### config.mk
export PLATFORM = sky130hd
export DESIGN_NAME = cmp_nibble_seq
export DESIGN_NICKNAME = d
export VERILOG_FILES = /design/src/rtl/cmp_pkg.sv /design/src/rtl/cmp4bit.sv /design/src/rtl/cmp_nibble_seq.sv
export SDC_FILE = /design/constraint.sdc
export NUM_CORES = 1
export LEC_CHECK = 0
export CORE_UTILIZATION = 43
export CTS_CLUSTER_DIAMETER = 40
export CTS_CLUSTER_SIZE = 40
export DETAILED_ROUTE_END_ITERATION = 12
export PLACE_DENSITY = 0.68
export SYNTH_ARGS = -nofsm -noshare
export SYNTH_HDL_FRONTEND = slang
export SYNTH_HIERARCHICAL = 1
export SYNTH_SLANG_ARGS = --single-unit
export TNS_END_PERCENT = 50
### constraint.sdc
create_clock -name clk -period 2.9 [get_ports clk]
set_input_delay 0.58 -clock clk [delete_from_list [all_inputs] [get_ports clk]]
set_output_delay 0.58 -clock clk [all_outputs]
set_load 0.005 [all_outputs]
### src/rtl/cmp_pkg.sv
// Shared definitions for the sequential nibble comparator: FSM state type and
// the nibble width of the compare unit.
package cmp_pkg;

  localparam int NIBBLE_W = 4;

  typedef enum logic {
    IDLE = 1'b0,
    RUN  = 1'b1
  } state_t;

endpackage

### src/rtl/cmp4bit.sv
// 4-bit unsigned magnitude comparator. Exactly one output is high for any input.
module cmp4bit
  import cmp_pkg::*;
(
  input  logic [NIBBLE_W-1:0] i_a,
  input  logic [NIBBLE_W-1:0] i_b,
  output logic                o_equal,
  output logic                o_more,
  output logic                o_less
);

  assign o_equal = (i_a == i_b);
  assign o_more  = (i_a >  i_b);
  assign o_less  = (i_a <  i_b);

endmodule

### src/rtl/cmp_nibble_seq.sv
// Sequential wide-operand magnitude comparator. Walks the latched operands one
// nibble per clock, MSB nibble first, through a single cmp4bit and registers a
// one-hot equal/more/less verdict with a start/busy/done handshake.
// Optional feature macro: CMP_EARLY_EXIT_EN -- when defined, the scan stops at
// the first unequal nibble (latency 1..N); otherwise all N nibbles are scanned.
module cmp_nibble_seq
  import cmp_pkg::*;
#(
  parameter int WIDTH = 16
) (
  input  logic             clk,
  input  logic             rst_n,
  input  logic             start,
  input  logic [WIDTH-1:0] a,
  input  logic [WIDTH-1:0] b,
  output logic             busy,
  output logic             done,
  output logic             equal,
  output logic             more,
  output logic             less
);

  localparam int N     = WIDTH / NIBBLE_W;
  localparam int IDX_W = $clog2(N);

  state_t              r_state;
  logic [WIDTH-1:0]    r_a;
  logic [WIDTH-1:0]    r_b;
  logic [IDX_W-1:0]    r_idx;
  // Sticky "already decided" flags: set by the first unequal nibble only.
  logic                r_gt;
  logic                r_lt;

  logic [NIBBLE_W-1:0] w_nib_a;
  logic [NIBBLE_W-1:0] w_nib_b;
  logic                w_nib_eq;
  logic                w_nib_gt;
  logic                w_nib_lt;
  logic                w_eq_next;
  logic                w_gt_next;
  logic                w_lt_next;
  logic                w_last;

  assign w_nib_a = r_a[r_idx*NIBBLE_W +: NIBBLE_W];
  assign w_nib_b = r_b[r_idx*NIBBLE_W +: NIBBLE_W];

  cmp4bit u_cmp4bit (
    .i_a     (w_nib_a),
    .i_b     (w_nib_b),
    .o_equal (w_nib_eq),
    .o_more  (w_nib_gt),
    .o_less  (w_nib_lt)
  );

  // Once a verdict exists it is kept; lower nibbles only matter while all
  // higher nibbles have been equal.
  assign w_gt_next = r_gt | (~r_lt & w_nib_gt);
  assign w_lt_next = r_lt | (~r_gt & w_nib_lt);
  assign w_eq_next = ~r_gt & ~r_lt & w_nib_eq;

`ifdef CMP_EARLY_EXIT_EN
  assign w_last = (r_idx == '0) || !w_nib_eq;
`else
  assign w_last = (r_idx == '0);
`endif

  // Control FSM: accepts a request in IDLE, scans nibbles in RUN, and
  // registers the verdict together with the done pulse.
  // NOTE: state is updated with non-blocking assignments so every register
  // samples the pre-edge values and simulation matches the synthesized flops.
  always_ff @(posedge clk or negedge rst_n) begin
    if (!rst_n) begin
      r_state <= IDLE;
      r_a     <= '0;
      r_b     <= '0;
      r_idx   <= '0;
      r_gt    <= 1'b0;
      r_lt    <= 1'b0;
      busy    <= 1'b0;
      done    <= 1'b0;
      equal   <= 1'b0;
      more    <= 1'b0;
      less    <= 1'b0;
    end else begin
      done <= 1'b0;
      case (r_state)
        IDLE: begin
          if (start) begin
            r_a     <= a;
            r_b     <= b;
            r_idx   <= IDX_W'(N - 1);
            r_gt    <= 1'b0;
            r_lt    <= 1'b0;
            equal   <= 1'b0;
            more    <= 1'b0;
            less    <= 1'b0;
            busy    <= 1'b1;
            r_state <= RUN;
          end
        end
        RUN: begin
          r_gt <= w_gt_next;
          r_lt <= w_lt_next;
          if (w_last) begin
            equal   <= w_eq_next;
            more    <= w_gt_next;
            less    <= w_lt_next;
            done    <= 1'b1;
            busy    <= 1'b0;
            r_state <= IDLE;
          end else begin
            r_idx <= r_idx - IDX_W'(1);
          end
        end
        default: r_state <= IDLE;
      endcase
    end
  end

endmodule

# Word-level counts from Yosys, hierarchy flattened
# Index checks and enable logic that the tools add are counted.
dict set report totals {
  reg_bits 42
  latch_bits 0
  mem_bits_rw 0
  rom_bits 0
  input_bits 35
  out_inout_bits 5
  mem_count 0
}
dict set report classes {
  n_addsub 1
  mul 0
  div 0
  magnitude_cmp 2
  eq_ne 4
  n_shift 2
  mux 20
  bitwise 9
  n_reduce_logical 4
}
# cell n
set op_table {}
lappend op_table {{$shiftx A16 B5 Y4} 2}
lappend op_table {{$pmux W1 S2} 7}
lappend op_table {{$mux W1} 10}
lappend op_table {{$reduce_and A2 Y1} 3}
lappend op_table {{$and A1 B1 Y1} 4}
lappend op_table {{$eq A4 B4 Y1} 1}
lappend op_table {{$gt A4 B4 Y1} 1}
lappend op_table {{$lt A4 B4 Y1} 1}
lappend op_table {{$mux W2} 2}
lappend op_table {{$ne A2 B2 Y1 const B} 2}
lappend op_table {{$pmux W2 S2} 1}
lappend op_table {{$not A1 Y1} 3}
lappend op_table {{$logic_not A2 Y1} 1}
lappend op_table {{$ne A2 B1 Y1 const B} 1}
lappend op_table {{$or A1 B1 Y1} 2}
lappend op_table {{$sub A2 B1 Y2 const B} 1}

# Logic depth before layout (Yosys ltp)
dict set report depth {
  depth_word 6
  mapped_depth 9
  depth_no_buf 8
}

# Cells and area by module
# Netlist, hierarchy kept.
# mod n_inst cells_per_inst area_per_inst_um2 seq_area_each_um2
set modules_own_cells {}
lappend modules_own_cells {cmp_nibble_seq 1 119 1958.1 1051.0}
lappend modules_own_cells {cmp4bit 1 16 128.9 0.0}

# Worst setup path before layout
# OpenSTA, ideal clock, no wires.
dict set report synth_timing {
  path_kind {register -> register}
  startpoint {register r_idx[0]}
  endpoint {register r_lt}
  setup_ns 0.129
  arrival_time_ns 1.958
  path_slack_ns 0.812
  stages_incl_launch_ff 9
  path_buffers 1
  period_less_slack_ns 2.088
  cell_sequence {dfrtp_1 > buf_2 > mux4_2 > ha_1 > nand2_1 > o21bai_4 > and2_1 > a21oi_1 > o22ai_1}
}
dict set report synth_between {
  elab_chain_len 5
}
# item line_no
set synth_rtl {}
lappend synth_rtl {{start: declaration} cmp_nibble_seq.sv:29} ;# logic [IDX_W-1:0] r_idx;
lappend synth_rtl {{start signal: assignment} cmp_nibble_seq.sv:91} ;# r_idx <= IDX_W'(N - 1);
lappend synth_rtl {{start signal: assignment} cmp_nibble_seq.sv:112} ;# r_idx <= r_idx - IDX_W'(1);
lappend synth_rtl {{$shiftx A16 B5 Y4} cmp_nibble_seq.sv:44} ;# assign w_nib_a = r_a[r_idx*NIBBLE_W +: NIBBLE_W];
lappend synth_rtl {{net w_nib_a[3]} cmp_nibble_seq.sv:34} ;# logic [NIBBLE_W-1:0] w_nib_a;
lappend synth_rtl {{$lt A4 B4 Y1} cmp4bit.sv:14} ;# assign o_less = (i_a < i_b);
lappend synth_rtl {{net w_nib_lt} cmp_nibble_seq.sv:38} ;# logic w_nib_lt;
lappend synth_rtl {{$and A1 B1 Y1} cmp_nibble_seq.sv:58} ;# assign w_lt_next = r_lt | (~r_gt & w_nib_lt);
lappend synth_rtl {{$or A1 B1 Y1} cmp_nibble_seq.sv:58}
lappend synth_rtl {{$pmux W1 S2} cmp_nibble_seq.sv:86} ;# case (r_state)
lappend synth_rtl {{end signal: assignment} cmp_nibble_seq.sv:103} ;# r_lt <= w_lt_next;
lappend synth_rtl {{end: declaration} cmp_nibble_seq.sv:32} ;# logic r_lt;
# The timed path passes the listed nets, and every way through them passes these cells.
# A chain may end at the register's enable or synchronous reset.

# Worst setup path after layout
dict set report layout_timing {
  startpoint {register r_idx[0]}
  endpoint {register less}
}
dict set report layout_between {
  elab_chain_len 6
}
# item line_no
set layout_rtl {}
lappend layout_rtl {{$shiftx A16 B5 Y4} cmp_nibble_seq.sv:44}
lappend layout_rtl {{net w_nib_a[1]} cmp_nibble_seq.sv:34}
lappend layout_rtl {{$lt A4 B4 Y1} cmp4bit.sv:14}
lappend layout_rtl {{net w_nib_lt} cmp_nibble_seq.sv:38}
lappend layout_rtl {{$and A1 B1 Y1} cmp_nibble_seq.sv:58}
lappend layout_rtl {{$or A1 B1 Y1} cmp_nibble_seq.sv:58}
lappend layout_rtl {{$mux W1} cmp_nibble_seq.sv:104} ;# if (w_last) begin
lappend layout_rtl {{$pmux W1 S2} cmp_nibble_seq.sv:86}
lappend layout_rtl {{end signal: assignment} cmp_nibble_seq.sv:107} ;# less <= w_lt_next;
lappend layout_rtl {{end: declaration} cmp_nibble_seq.sv:20} ;# output logic less
# The timed path passes the listed nets, and every way through them passes these cells. The select of a mux whose other input is x is not followed.

==> flow_summary.json <==
{
  "path_cells": "mux4_2 -> ha_1 -> nor2b_4 -> o21bai_4 -> and2_1 -> a21oi_1 -> o21ai_0",
  "netlist_instances": 135,
  "post_cts_buffers": 0,
  "num_antenna_cells": 0,
  "yosysMostFrequentCell": "dfrtp_1",
  "fin_crit_sh_pct": 81.27,
  "synth-edff-count": 0,
  "clockRootBuffer": "clkbuf_8",
  "syn2layout_area_growth_pct": 23.08,
  "dr.pass1.iters": 4,
  "synthTopCellsByArea": "dfrtp_1 (50%), mux2_4 (22%), mux4_2 (8.6%)",
  "critPathCaptureType": "register",
  "grt_antenna_before_repair": 0,
  "drc": 0,
  "p_leak_nw": 1.158,
  "grt_pass1_vias": 1278,
  "track_usage_pct": 15.64,
  "clk_pin_slew_ns": 0.08,
  "drt_iter0_drc": 63,
  "hp-class": "in2async",
  "core_sq_um": 4504,
  "post-place-ws_ns": 0.5331,
  "synth_top_cell_area_share_pct": 50.36,
  "cts_num_sinks": 42,
  "ctsResizeCount": 0,
  "htree_levels": 2,
  "grt_overflow": 0,
  "arrival_ns": 2.52,
  "ctsHoldBuffers": 0,
  "post_drt_wl_per_cell_um": 15.30,
  "worst_pin_slew_ns": 0.9074,
  "required_ns": 3.06,
  "dieWidth_um": 71.67,
  "gp_congestion": 0.7083,
  "numCtsBuffers": 5,
  "outcome": "completed",
  "slew-limit-headroom_pct": 39.51,
  "cp_max_fo": 9,
  "cts_tree": "done",
  "finalMaxSlewViolations": 0,
  "rsz0062_at_grt": "no",
  "ir_drop_uv": 469.6,
  "portBuffers": 39,
  "timing.final.ws_setup_ns": 0.5432,
  "rows": 24,
  "fin_skew_ns": 0.006981,
  "vias": 1169,
  "synth_fp_nets": 176,
  "synth_area_sq_um": 2087,
  "drive_gt1_share_pct": 30.34,
  "max_cap_violations": 0,
  "grt_max_degree": 43,
  "yosysWarnings": 6,
  "clk_latency_ns": 0.29,
  "setup_violations": 0,
  "postRouteAntennaNets": 0,
  "seq_area_frac_synth_pct": 50.36,
  "clk_path_buf_depth": 2,
  "synthDistinctLibCells": 24,
  "startpoint_type": "register",
  "max_freq_mhz": 424.3,
  "synth_area_leader_cell": "dfrtp_1",
  "viasPerCell": 5.083,
  "initial_utilization_pct": 46.33,
  "hpwl_um": 2575,
  "synth_seq_cells": 42,
  "path_class": "reg2reg",
  "power_density_nw_per_um2": 1095,
  "hold_viol": 0,
  "crit_slowest_cell": "dfrtp_1",
  "reg2reg_depth": 7,
  "cp_slowest_stage_delay_ns": 0.67,
  "dieArea_sq_um": 5136,
  "grt_pass1_wl_um": 6092,
  "io_pins": 40,
  "nNetsFinal": 218,
  "synth_ff_type": "dfrtp_1",
  "finalCriticalPeriod_ns": 2.357,
  "drt-total-wl_um": 3519,
  "syn_area_per_cell_sq_um": 15.46,
  "synth-async-reset-ratio_pct": 100.0,
  "die_h_um": 71.67,
  "fin_setup_tns_ns": 0,
  "synth_common_cells": "dfrtp_1 (42), mux2_4 (30), inv_1 (10)"
}
-- flip-flops by register name, summed over array words and instances, names as in the netlist --
name     cells
r_a         16
r_idx        2
equal        1
less         1
r_state      1
busy         1
r_lt         1
r_b         16
done         1
r_gt         1
more         1
-- cell type report --
type / instances / area (sq um)
clock buffers: 7 / 86.33
clock inverters: 1 / 5.005
fillers: 366 / 1936
inverters: 10 / 37.54
multi-input cells: 77 / 923.4
flip-flops and latches: 42 / 1051
well taps: 52 / 65.06
repair buffers: 41 / 400.4
-- power breakdown --
part	internal [mW]	total, mW	switching (mW)
clock network	0.192	0.379	0.187
registers	0.872	1.09	0.221
logic	0.876	1.34	0.465
total	1.94	2.81	0.873
-- layer usage --
layer	vias to the layer above	global-route usage, %	routed length, um
li1	559	-	-
met1	580	19.96	1606
met2	25	25.58	1744
met3	5	3.797	107
met4	0	6.536	61
met5	-	0	0
-- path summary, 6_finish.rpt --
check	startpoint	endpoint	slack [ns]
max in group asynchronous	rst_n	r_b[15]	1.92
min in group clk	r_b[4]	r_b[4]	0.51
min reg2reg	r_b[4]	r_b[4]	0.51
max reg2reg	r_idx[0]	less	0.54
min	rst_n	r_state	0.42
max	r_idx[0]	less	0.54
-- cells in the final DEF, fill, tap and decap left out, types with 2 or more instances in the layout --
cell type	instances
clkbuf_8	6
dfrtp_1	42
nor2b_1	2
a21oi_1	3
nor2b_4	2
and2_1	2
o22ai_1	3
clkdlybuf4s50_1	38
mux2_2	2
inv_1	10
o21ai_0	6
mux2_4	30
buf_4	2
mux4_2	8
nor2_1	5
nand2_1	3
ha_1	6
-- cells by family after synthesis --
group | count (synthesis) | synth area share [%]
buffers and inverters | 16 | 5.635
adder cells (fa/ha/maj) | 6 | 3.597
multiplexers | 40 | 31.29
flip-flops | 42 | 50.36
AND/OR/NAND/NOR | 15 | 3.956
AO/OA/AOI/OAI | 16 | 5.156
-- worst max-delay path: cells and delay by family (launching register included) --
family / cells / cell delay [ns]
mux: 1 / 0.58
compound gates: 3 / 0.37
flops: 1 / 0.67
simple gates: 2 / 0.29
fa+ha+maj: 1 / 0.32
-- per-stage QoR --
| stage | total power [mW] | hold slack (ns) | std cells | instance area, sq um | utilization [%] |
|---|---|---|---|---|---|
| after floorplan | 2.175 | 0.2844 | 135 | 2087 | - |
| after global placement | 2.408 | 0.4909 | 222 | 2477 | 55.00 |
| after detailed placement | 2.449 | 0.4924 | 222 | 2477 | 55.00 |
| after CTS | 2.847 | 0.4534 | 230 | 2569 | 57.03 |
| after global routing | 3.028 | 0.4803 | 230 | 2569 | 57.03 |
| final | 2.814 | 0.4192 | 230 | 2569 | 57.03 |
(Power assumes the default switching activity.)
